$ cat config.mk
export PLATFORM = sky130hd
export DESIGN_NAME = loop_control_unit_flat
export DESIGN_NICKNAME = d
export VERILOG_FILES = /design/src/rtl/loop_control_unit_pkg.sv /design/src/rtl/loop_control_unit_if.sv /design/src/rtl/loop_control_unit_pc_lifo.sv /design/src/rtl/loop_control_unit.sv /design/src/flat_wrapper.sv
export SDC_FILE = /design/constraint.sdc
export NUM_CORES = 1
export LEC_CHECK = 0
export ABC_AREA = 1
export CORE_UTILIZATION = 48
export CTS_CLUSTER_SIZE = 10
export DETAILED_ROUTE_END_ITERATION = 7
export PLACE_DENSITY = 0.7
export SETUP_SLACK_MARGIN = 0.3
export SYNTH_ARGS = -nofsm -noshare
export SYNTH_HDL_FRONTEND = slang
export SYNTH_SLANG_ARGS = --single-unit
$ cat constraint.sdc
create_clock -name clk -period 6.3 [get_ports clk]
set_input_delay 0.945 -clock clk [delete_from_list [all_inputs] [get_ports clk]]
set_output_delay 0.945 -clock clk [all_outputs]
set_load 0.01 [all_outputs]
$ cat src/rtl/loop_control_unit_pkg.sv
// Shared types for the BeeF loop control unit: FSM states, error codes and the
// program-counter type used by fetch and the loop LIFO.
package loop_control_unit_pkg;

  localparam int PROGRAM_COUNTER_W = 16;
  typedef logic [PROGRAM_COUNTER_W-1:0] program_counter_t;

  typedef enum logic [1:0] {
    IDLE  = 2'd0,
    SKIP  = 2'd1,
    ERROR = 2'd2
  } loop_state_e;

  typedef enum logic [1:0] {
    NONE = 2'b00,
    OVF  = 2'b01,
    UNF  = 2'b10,
    NEST = 2'b11
  } loop_err_e;

  function automatic int occupancy_w(input int entries);
    return $clog2(entries) + 1;
  endfunction

endpackage

$ cat src/rtl/loop_control_unit_if.sv
// Instruction-side bus between the core and the loop control unit, plus the
// unit's redirect, status and debug outputs.
interface loop_control_unit_if
  import loop_control_unit_pkg::*;
#(
  parameter int PC_W   = 16,
  parameter int DEPTH  = 16,
  parameter int NEST_W = 8
) ();

  localparam int CW = occupancy_w(DEPTH);

  // No valid/ready: exactly one instruction is presented every cycle. is_open,
  // is_close, acc_zero and pc describe it; pc_load/pc_target answer in the same
  // cycle, and all register updates land on the following rising clk edge.
  logic              flush;
  logic              is_open;
  logic              is_close;
  logic              acc_zero;
  logic [PC_W-1:0]   pc;

  logic              pc_load;
  logic [PC_W-1:0]   pc_target;
  logic              skip_active;
  logic [CW-1:0]     depth;
  logic              err;
  logic [1:0]        err_code;

  loop_state_e       state;
  logic [NEST_W-1:0] nest;

  modport master (
    output flush, is_open, is_close, acc_zero, pc,
    input  pc_load, pc_target, skip_active, depth, err, err_code, state, nest
  );

  modport slave (
    input  flush, is_open, is_close, acc_zero, pc,
    output pc_load, pc_target, skip_active, depth, err, err_code, state, nest
  );

endinterface

$ cat src/rtl/loop_control_unit_pc_lifo.sv
// LIFO of loop-entry program counters: synchronous push/pop/clear, combinational
// top-of-stack read, full/empty flags and occupancy count.
module pc_lifo
  import loop_control_unit_pkg::*;
#(
  parameter int PC_W  = 16,
  parameter int DEPTH = 16
) (
  input  logic                       clk,
  input  logic                       reset,
  input  logic                       clear,
  input  logic                       push,
  input  logic                       pop,
  input  logic [PC_W-1:0]            push_data,
  output logic [PC_W-1:0]            top,
  output logic                       full,
  output logic                       empty,
  output logic [$clog2(DEPTH):0]     count
);

  localparam int AW = $clog2(DEPTH);
  localparam int CW = AW + 1;

  logic [PC_W-1:0] mem [DEPTH];
  logic [CW-1:0]   cnt_q;
  logic [AW-1:0]   top_idx;
  logic            do_push;
  logic            do_pop;

  assign do_push = push && !full && !clear;
  assign do_pop  = pop && !empty && !clear && !push;

  always_ff @(posedge clk or posedge reset) begin
    if (reset) begin
      cnt_q <= '0;
    end else if (clear) begin
      cnt_q <= '0;
    end else if (do_push) begin
      cnt_q <= cnt_q + CW'(1);
    end else if (do_pop) begin
      cnt_q <= cnt_q - CW'(1);
    end
  end

  // Contents are don't-care after reset, so the array carries no reset.
  always_ff @(posedge clk) begin
    if (do_push) begin
      mem[cnt_q[AW-1:0]] <= push_data;
    end
  end

  // Low bits only: when full the count's low bits are zero and wrap to DEPTH-1.
  assign top_idx = cnt_q[AW-1:0] - AW'(1);
  assign top     = mem[top_idx];
  assign full    = (cnt_q == CW'(DEPTH));
  assign empty   = (cnt_q == '0);
  assign count   = cnt_q;

endmodule

$ cat src/rtl/loop_control_unit.sv
// Bracket engine: pushes loop-entry PCs on '[', redirects fetch on a taken ']',
// and skips untaken loop bodies by counting bracket nesting. Errors freeze the unit.
module loop_control_unit
  import loop_control_unit_pkg::*;
#(
  parameter int PC_W   = 16,
  parameter int DEPTH  = 16,
  parameter int NEST_W = 8
) (
  input  logic                clk,
  input  logic                reset,
  loop_control_unit_if.slave  bus
);

  localparam int CW = occupancy_w(DEPTH);

  loop_state_e       state_q, state_n;
  logic [NEST_W-1:0] nest_q,  nest_n;
  loop_err_e         code_q,  code_n;

  logic              lifo_clear;
  logic              lifo_push;
  logic              lifo_pop;
  logic [PC_W-1:0]   lifo_top;
  logic              lifo_full;
  logic              lifo_empty;
  logic [CW-1:0]     lifo_count;
  logic              pc_load;

  pc_lifo #(
    .PC_W  (PC_W),
    .DEPTH (DEPTH)
  ) u_lifo (
    .clk       (clk),
    .reset     (reset),
    .clear     (lifo_clear),
    .push      (lifo_push),
    .pop       (lifo_pop),
    .push_data (bus.pc),
    .top       (lifo_top),
    .full      (lifo_full),
    .empty     (lifo_empty),
    .count     (lifo_count)
  );

  always_ff @(posedge clk or posedge reset) begin
    if (reset) begin
      state_q <= IDLE;
      nest_q  <= '0;
      code_q  <= NONE;
    end else begin
      state_q <= state_n;
      nest_q  <= nest_n;
      code_q  <= code_n;
    end
  end

  always_comb begin
    state_n    = state_q;
    nest_n     = nest_q;
    code_n     = code_q;
    lifo_clear = 1'b0;
    lifo_push  = 1'b0;
    lifo_pop   = 1'b0;
    pc_load    = 1'b0;

    if (bus.flush) begin
      lifo_clear = 1'b1;
      state_n    = IDLE;
      nest_n     = '0;
      code_n     = NONE;
    end else begin
      case (state_q)
        IDLE: begin
          if (bus.is_open && bus.is_close) begin
            state_n = ERROR;
            code_n  = NEST;
          end else if (bus.is_open) begin
            if (bus.acc_zero) begin
              nest_n  = NEST_W'(1);
              state_n = SKIP;
            end else if (lifo_full) begin
              state_n = ERROR;
              code_n  = OVF;
            end else begin
              lifo_push = 1'b1;
            end
          end else if (bus.is_close) begin
            if (lifo_empty) begin
              state_n = ERROR;
              code_n  = UNF;
            end else if (bus.acc_zero) begin
              lifo_pop = 1'b1;
            end else begin
              pc_load = 1'b1;
            end
          end
        end

        SKIP: begin
          if (bus.is_open && bus.is_close) begin
            state_n = ERROR;
            code_n  = NEST;
          end else if (bus.is_open) begin
            if (nest_q == {NEST_W{1'b1}}) begin
              state_n = ERROR;
              code_n  = NEST;
            end else begin
              nest_n = nest_q + NEST_W'(1);
            end
          end else if (bus.is_close) begin
            // The matching ']' is consumed as a no-op; execution resumes after it.
            if (nest_q <= NEST_W'(1)) begin
              nest_n  = '0;
              state_n = IDLE;
            end else begin
              nest_n = nest_q - NEST_W'(1);
            end
          end
        end

        ERROR: begin
          state_n = ERROR;
        end

        default: begin
          state_n = ERROR;
          code_n  = NEST;
        end
      endcase
    end
  end

  assign bus.pc_load     = pc_load;
  assign bus.pc_target   = lifo_top + PC_W'(1);
  assign bus.skip_active = (state_q == SKIP);
  assign bus.depth       = lifo_count;
  assign bus.err         = (state_q == ERROR);
  assign bus.err_code    = code_q;
  assign bus.state       = state_q;
  assign bus.nest        = nest_q;

  a_depth_bounded: assert property (@(posedge clk) disable iff (reset)
    lifo_count <= CW'(DEPTH));
  a_redirect_only_idle: assert property (@(posedge clk) disable iff (reset)
    pc_load |-> (state_q == IDLE));
  a_err_code_set: assert property (@(posedge clk) disable iff (reset)
    (state_q == ERROR) |-> (code_q != NONE));

endmodule

$ cat src/flat_wrapper.sv
// flat-port wrapper written by rule: the top's interface ports become plain ports
module loop_control_unit_flat import loop_control_unit_pkg::*;
#(
  parameter int PC_W   = 16,
  parameter int DEPTH  = 16,
  parameter int NEST_W = 8
)
  (clk, reset, bus_flush, bus_is_open, bus_is_close, bus_acc_zero, bus_pc, bus_pc_load, bus_pc_target, bus_skip_active, bus_depth, bus_err, bus_err_code, bus_state, bus_nest);
  loop_control_unit_if #(.PC_W(PC_W), .DEPTH(DEPTH), .NEST_W(NEST_W)) bus_i ();
  input  logic clk;
  input  logic reset;
  input wire logic [$bits(bus_i.flush)-1:0] bus_flush;
  input wire logic [$bits(bus_i.is_open)-1:0] bus_is_open;
  input wire logic [$bits(bus_i.is_close)-1:0] bus_is_close;
  input wire logic [$bits(bus_i.acc_zero)-1:0] bus_acc_zero;
  input wire logic [$bits(bus_i.pc)-1:0] bus_pc;
  output wire logic [$bits(bus_i.pc_load)-1:0] bus_pc_load;
  output wire logic [$bits(bus_i.pc_target)-1:0] bus_pc_target;
  output wire logic [$bits(bus_i.skip_active)-1:0] bus_skip_active;
  output wire logic [$bits(bus_i.depth)-1:0] bus_depth;
  output wire logic [$bits(bus_i.err)-1:0] bus_err;
  output wire logic [$bits(bus_i.err_code)-1:0] bus_err_code;
  output wire logic [$bits(bus_i.state)-1:0] bus_state;
  output wire logic [$bits(bus_i.nest)-1:0] bus_nest;
  assign bus_i.flush = bus_flush;
  assign bus_i.is_open = bus_is_open;
  assign bus_i.is_close = bus_is_close;
  assign bus_i.acc_zero = bus_acc_zero;
  assign bus_i.pc = bus_pc;
  assign bus_pc_load = bus_i.pc_load;
  assign bus_pc_target = bus_i.pc_target;
  assign bus_skip_active = bus_i.skip_active;
  assign bus_depth = bus_i.depth;
  assign bus_err = bus_i.err;
  assign bus_err_code = bus_i.err_code;
  assign bus_state = bus_i.state;
  assign bus_nest = bus_i.nest;
  loop_control_unit #(.PC_W(PC_W), .DEPTH(DEPTH), .NEST_W(NEST_W)) u_core (.clk(clk), .reset(reset), .bus(bus_i));
endmodule
Word level (Yosys, flattened, before mapping)
Memory sizes are Yosys's and may differ from the RTL's.
Cells that the tools add are included.
- multiplexer cells: 58
- order comparisons: 1
- equality and inequality tests: 21
- add/sub/neg operators: 6
- reduce and logical (&&, ||, !) cells: 17
- operators by type and width (cell ; count):
    8-bit 2-to-1 mux ; 9
    2-bit 2-to-1 mux ; 20
    5-bit by 4-bit != test with 1-bit output (second input constant) ; 5
    1-bit 2-to-1 mux ; 23
    16-bit by 1-bit adder with 16-bit output (second input constant) ; 1
    8-bit one-hot mux with 2 select lines ; 1
    5-bit 2-to-1 mux ; 3
    7-bit AND reduction ; 2
    3-bit != test (second input constant) ; 4
    5-bit by 3-bit != test with 1-bit output (second input constant) ; 2
    8-bit by 1-bit adder with 8-bit output (second input constant) ; 1
    8-bit equality test (second input constant) ; 1
    8-bit by 1-bit less-or-equal comparator with 1-bit output (second input constant) ; 1
    4-bit != test (second input constant) ; 2
    8-bit by 1-bit subtractor with 8-bit output (second input constant) ; 1
    1-bit logical AND ; 6
    6-bit by 5-bit != test with 1-bit output (second input constant) ; 1
    2-bit one-hot mux with 3 select lines ; 1
    6-bit AND reduction ; 1
    3-bit nonzero test ; 2
    5-bit by 1-bit adder with 5-bit output (second input constant) ; 1
    5-bit equality test (second input constant) ; 1
    5-bit logical NOT ; 1
    5-bit by 1-bit subtractor with 5-bit output (second input constant) ; 1
    9 further kinds ; 12
- memories kept: 1
- bits in writable memories: 256
- logic and storage cells: 108
- bits of input ports: 22
- flip-flop bits (word level): 17
- output and inout bits: 36
- memories (name ; depth ; bits a word ; read ports ; clocked after memory_dff ; write ports ; line ; text):
    u_core.u_lifo.mem ; 16 ; 16 ; 1 ; 0 ; 1 ; loop_control_unit_pc_lifo.sv:24 ; logic [PC_W-1:0] mem [DEPTH];

Longest topological paths before layout
- depth in word-level cells: 13
- depth in mapped cells: 22
- mapped depth without buffers: 15

Hierarchy
From an unflattened synthesis, not the netlist that was laid out.
- cells, all modules: 1106
- area total of the unflattened synthesis: 12026.5 um2
- modules (own cells, without submodules) (module ; seq. area each (um2) ; area an instance (um2) ; cells each ; times used):
    pc_lifo ; 7812.5 ; 10654.0 ; 877 ; 1
    loop_control_unit ; 300.3 ; 1372.6 ; 229 ; 1

Worst setup path after synthesis
No wires, ideal clock.
- kind: register to output
- start: register u_core.u_lifo.cnt_q[0] (netlist: u_core.u_lifo.count[0])
- end: output bus_pc_target[8]
- slack: 2.279 ns
- cell stages (with the launch flop): 20
- arrival time: 3.076 ns
- cells stage by stage: dfrtp_1 -> buf_6 -> inv_4 -> buf_8 -> buf_6 -> buf_2 -> buf_4 -> ha_1 -> buf_2 -> inv_2 -> clkbuf_1 -> nand3_1 -> nand3_1 -> nand3_1 -> nand2_2 -> ha_1 -> nand2_1 -> a21oi_2 -> nand2_1 -> xnor2_1
- cells in the longest elaborated chain, start to end: 3
- ends and longest elaborated chain (item ; line ; text):
    start: declaration ; loop_control_unit_pc_lifo.sv:25 ; logic [CW-1:0] cnt_q;
    start signal: assignment ; loop_control_unit_pc_lifo.sv:39 ; cnt_q <= cnt_q + CW'(1);
    start signal: assignment ; loop_control_unit_pc_lifo.sv:41 ; cnt_q <= cnt_q - CW'(1);
    4-bit by 1-bit subtractor with 4-bit output ; loop_control_unit_pc_lifo.sv:53 ; assign top_idx = cnt_q[AW-1:0] - AW'(1);
    memory read 16 x 16 bit ; n/a ;
    16-bit by 1-bit adder with 16-bit output ; loop_control_unit.sv:135 ; assign bus.pc_target = lifo_top + PC_W'(1);
    end: declaration ; flat_wrapper.sv:18 ; output wire logic [$bits(bus_i.pc_target)-1:0] bus_pc_target;
No other way between the ends.

Worst setup path after layout
Same ends and word-level chain as after synthesis.

==> impl_metrics.json <==
{
  "swShare_pct": 37.68,
  "io_pins": 58,
  "cts_resized": 0,
  "hp-class": "flop to flop",
  "rsz0062_at_grt": "no",
  "start_kind": "flop",
  "final-seq-area_um2": 8117,
  "drc_errors": 0,
  "drv_cap": 0,
  "dp_hpwl_um": 18040,
  "synth_top_cell_by_area": "edfxtp_1",
  "cts_buffers": 31,
  "instances_no_fill": 1631,
  "clk_pin_slew_ns": 0.06,
  "path_cells": "inv_4, ha_2, buf_4, nand3_1, nand3_1, nand3_1, nand2_2, ha_1, nand2_1, a21oi_2, nand2_1, xnor2_1, clkdlybuf4s50_1",
  "grt_antenna_before_repair": 0,
  "dpl_worst_slack_ns": 1.369,
  "synth_ff_type": "edfxtp_1",
  "r2r_start": "u_core.u_lifo.count[0]",
  "setup_slack_ns": 0.6839,
  "antenna-diode-count": 0,
  "crit_top_cell": "nand3_1",
  "finalClockSkew_ns": 0.007864,
  "post_cts_buffers": 0,
  "grt_max_degree": 81,
  "cts_hold_buffers": 0,
  "clock_power_share_pct": 25.4,
  "drt-initial-drc-count": 742,
  "grt_pass1_wl_um": 46770,
  "ir_worst_vdd_mv": 0.3179,
  "ys_seq_area_share_pct": 64.72,
  "cts_tree": "yes",
  "detail-route-antenna-nets": 0,
  "combPwrFrac_pct": 40.2,
  "p_per_area_nw_per_um2": 424.4,
  "hold_ws_ns": 0.5009,
  "first_pass_iters": 5,
  "port_buffers": 57,
  "wl_per_cell_um": 18.64,
  "p_switching_mw": 2.277,
  "r2r_end": "u_core.u_lifo.mem[5][4]",
  "async_flop_share_pct": 6.227,
  "fillerInstances": 2180,
  "synth_warnings": 0,
  "grt_overflow": 0,
  "cts_num_sinks": 273,
  "synth_fp_nets": 1265,
  "cp-endpoint": "bus_pc_target[8]",
  "syn2layout_area_growth_pct": 13.60,
  "tightest_slew_ns": 0.9700,
  "critPathCaptureType": "output pin",
  "finalHoldViolCount": 0,
  "cp-startpoint": "u_core.u_lifo.count[0]",
  "cpPeakStageDelay_ns": 0.73,
  "clkLatencyLatePin_ns": 0.54,
  "cpMaxStageDelayCell": "buf_4",
  "rows": 58,
  "drive_above_1_share_pct": 8.301,
  "critPathMaxFanout": 80,
  "start_util_pct": 49.35,
  "p_leak_nw": 5.602,
  "netlist_area_um2": 12530,
  "fp.dieArea_um2": 26760,
  "synth_cell_types": 39,
  "multi_input_area_um2": 3656,
  "syn_avg_cell_area_um2": 10.20,
  "fin_crit_ns": 5.616,
  "finalSetupViolations": 0,
  "placed_cells": 1585,
  "wl_um": 30400,
  "arrival_ns": 4.67,
  "place_congestion": 0.8565,
  "grt_use_total_pct": 23.20,
  "synth.area.top_cells": "edfxtp_1, nand2_1, nand3_1",
  "core-area_um2": 25400,
  "max_slew_margin_pct": 35.33,
  "chipHeight_um": 163.6,
  "rrSetupSlack_ns": 3.03,
  "pwr-share-seq_pct": 34.4,
  "path_class": "flop to output pin",
  "status": "complete, no violations",
  "timing.fmax_mhz": 178.1,
  "slew_viol_final": 0,
  "critical_path_required_ns": 5.35,
  "worstRegToRegCells": 8,
  "setup_tns_ns": 0,
  "synth_top_area_share_pct": 61.33,
  "syn_inst": 1229,
  "intPower_mw": 3.766,
  "synth_enable_flop_cells": 256,
  "post-route-period-util_pct": 89.14,
  "via_count": 8806,
  "die_width_um": 163.6,
  "clockRootBuffer": "clkbuf_16",
  "htree_num_levels": 1,
  "nets": 1324,
  "grt_pass1_vias": 8382,
  "avgViaCountPerCell": 5.399,
  "ys_ff_latch": 273,
  "cts_buffer_depth": 3
}
==> per-stage QoR <==
step	utilization, %	power (mW)	area (um^2)
floorplan	-	3.618	12530
global placement	52.76	4.488	13400
detailed placement	52.76	4.510	13400
CTS	56.06	6.061	14240
global route	56.06	6.361	14240
finish	56.06	6.042	14240
==> kinds of logic after synthesis <==
kind of cell	count (synthesis)	share of synthesized area [%]
xor gates and xnor gates	16	1.178
adders and majority gates	14	1.457
and+or+nand+nor	666	22.45
buffers and inverters	178	6.598
AOI/OAI and AO/OA	82	3.594
DFF	273	64.72
==> power groups by stage <==
| stage | Sequential [mW] | Combinational (mW) | Clock, mW |
|---|---|---|---|
| after floorplan | 2.10 | 1.52 | 0 |
| after global placement | 2.11 | 2.38 | 0 |
| after detailed placement | 2.11 | 2.40 | 0 |
| after CTS | 2.08 | 2.42 | 1.56 |
| after global routing | 2.08 | 2.64 | 1.63 |
| final | 2.08 | 2.43 | 1.54 |
==> sequential cells by signal, indices dropped and copies added, names as in the netlist <==
| name | cells |
|---|---|
| u_core.bus.nest | 8 |
| u_core.bus.err_code | 2 |
| u_core.u_lifo.mem | 256 |
| u_core.u_lifo.count | 5 |
| u_core.bus.state | 2 |
==> worst max-delay path: cells and delay by family, from the launching register on <==
| family | cells | cell delay [ns] |
|---|---|---|
| DFF | 1 | 0.65 |
| xor gates and xnor gates | 1 | 0.37 |
| AOI/OAI and AO/OA | 1 | 0.23 |
| adders and majority gates | 2 | 0.56 |
| buffers and inverters | 3 | 1.52 |
| and+or+nand+nor | 6 | 0.72 |
==> metal layers <==
layer / part of all wire [%] / vias up / track usage (%)
met5: 0 / - / 0
met4: 2.5 / 0 / 7.029
met1: 43 / 4217 / 32.15
li1: - / 4208 / -
met2: 47 / 326 / 37.90
met3: 7.6 / 55 / 3.327
==> layout make-up <==
type | instances | area share, %
clock buffers | 43 | 5.764
inverters | 123 | 3.260
well taps | 330 | 2.900
clock inverters | 3 | 0.1230
repair buffers | 81 | 5.272
multi-input cells | 778 | 25.68
flip-flops and latches | 273 | 57.00
==> synthesized netlist by cell type, types with 2 or more instances <==
cell type,count
xnor2_1,7
nand2_1,355
clkbuf_1,11
inv_1,118
a21oi_1,9
nor3_1,11
nand2_4,2
o21ai_0,51
o211ai_1,4
nand4_1,5
dfrtp_1,17
buf_2,20
ha_1,13
xor2_1,8
nor2_2,4
edfxtp_1,256
nand2_2,13
buf_1,3
o22ai_1,7
o221ai_1,2
nand3_2,4
buf_4,8
o21ai_1,4
nor2_1,116
inv_2,4
nand3_1,153
buf_6,12
==> worst min path at each step <==
stage                     slack, ns                      to              startpoint  cells past startpoint
after floorplan                0.52  u_core.bus.err_code[1]  u_core.bus.err_code[1]                      2
after global placement         0.49  u_core.bus.err_code[1]  u_core.bus.err_code[1]                      2
after detailed placement       0.48  u_core.bus.err_code[1]  u_core.bus.err_code[1]                      2
after CTS                      0.49  u_core.bus.err_code[1]  u_core.bus.err_code[1]                      2
after global routing           0.52  u_core.bus.err_code[1]  u_core.bus.err_code[1]                      2
final                          0.50  u_core.bus.err_code[1]  u_core.bus.err_code[1]                      2
==> cell usage in the layout, fill, tap and decap left out, types with 2 or more instances in the layout <==
cell type	n
clkdlybuf4s50_1	57
clkbuf_16	31
nand3_1	153
o21ai_0	51
xnor2_1	6
nand2_4	2
nand2_1	355
nor3_1	11
a21oi_1	9
buf_4	24
inv_2	4
o221ai_1	2
nand4_1	5
ha_1	12
o22ai_1	7
dfrtp_1	16
edfxtp_1	256
o21ai_1	4
nand3_2	4
nor2_1	100
nor2_2	20
clkbuf_1	12
xor2_1	8
nand2_2	13
o211ai_1	4
inv_1	118
No activity file was read; power rests on OpenSTA's default activity.
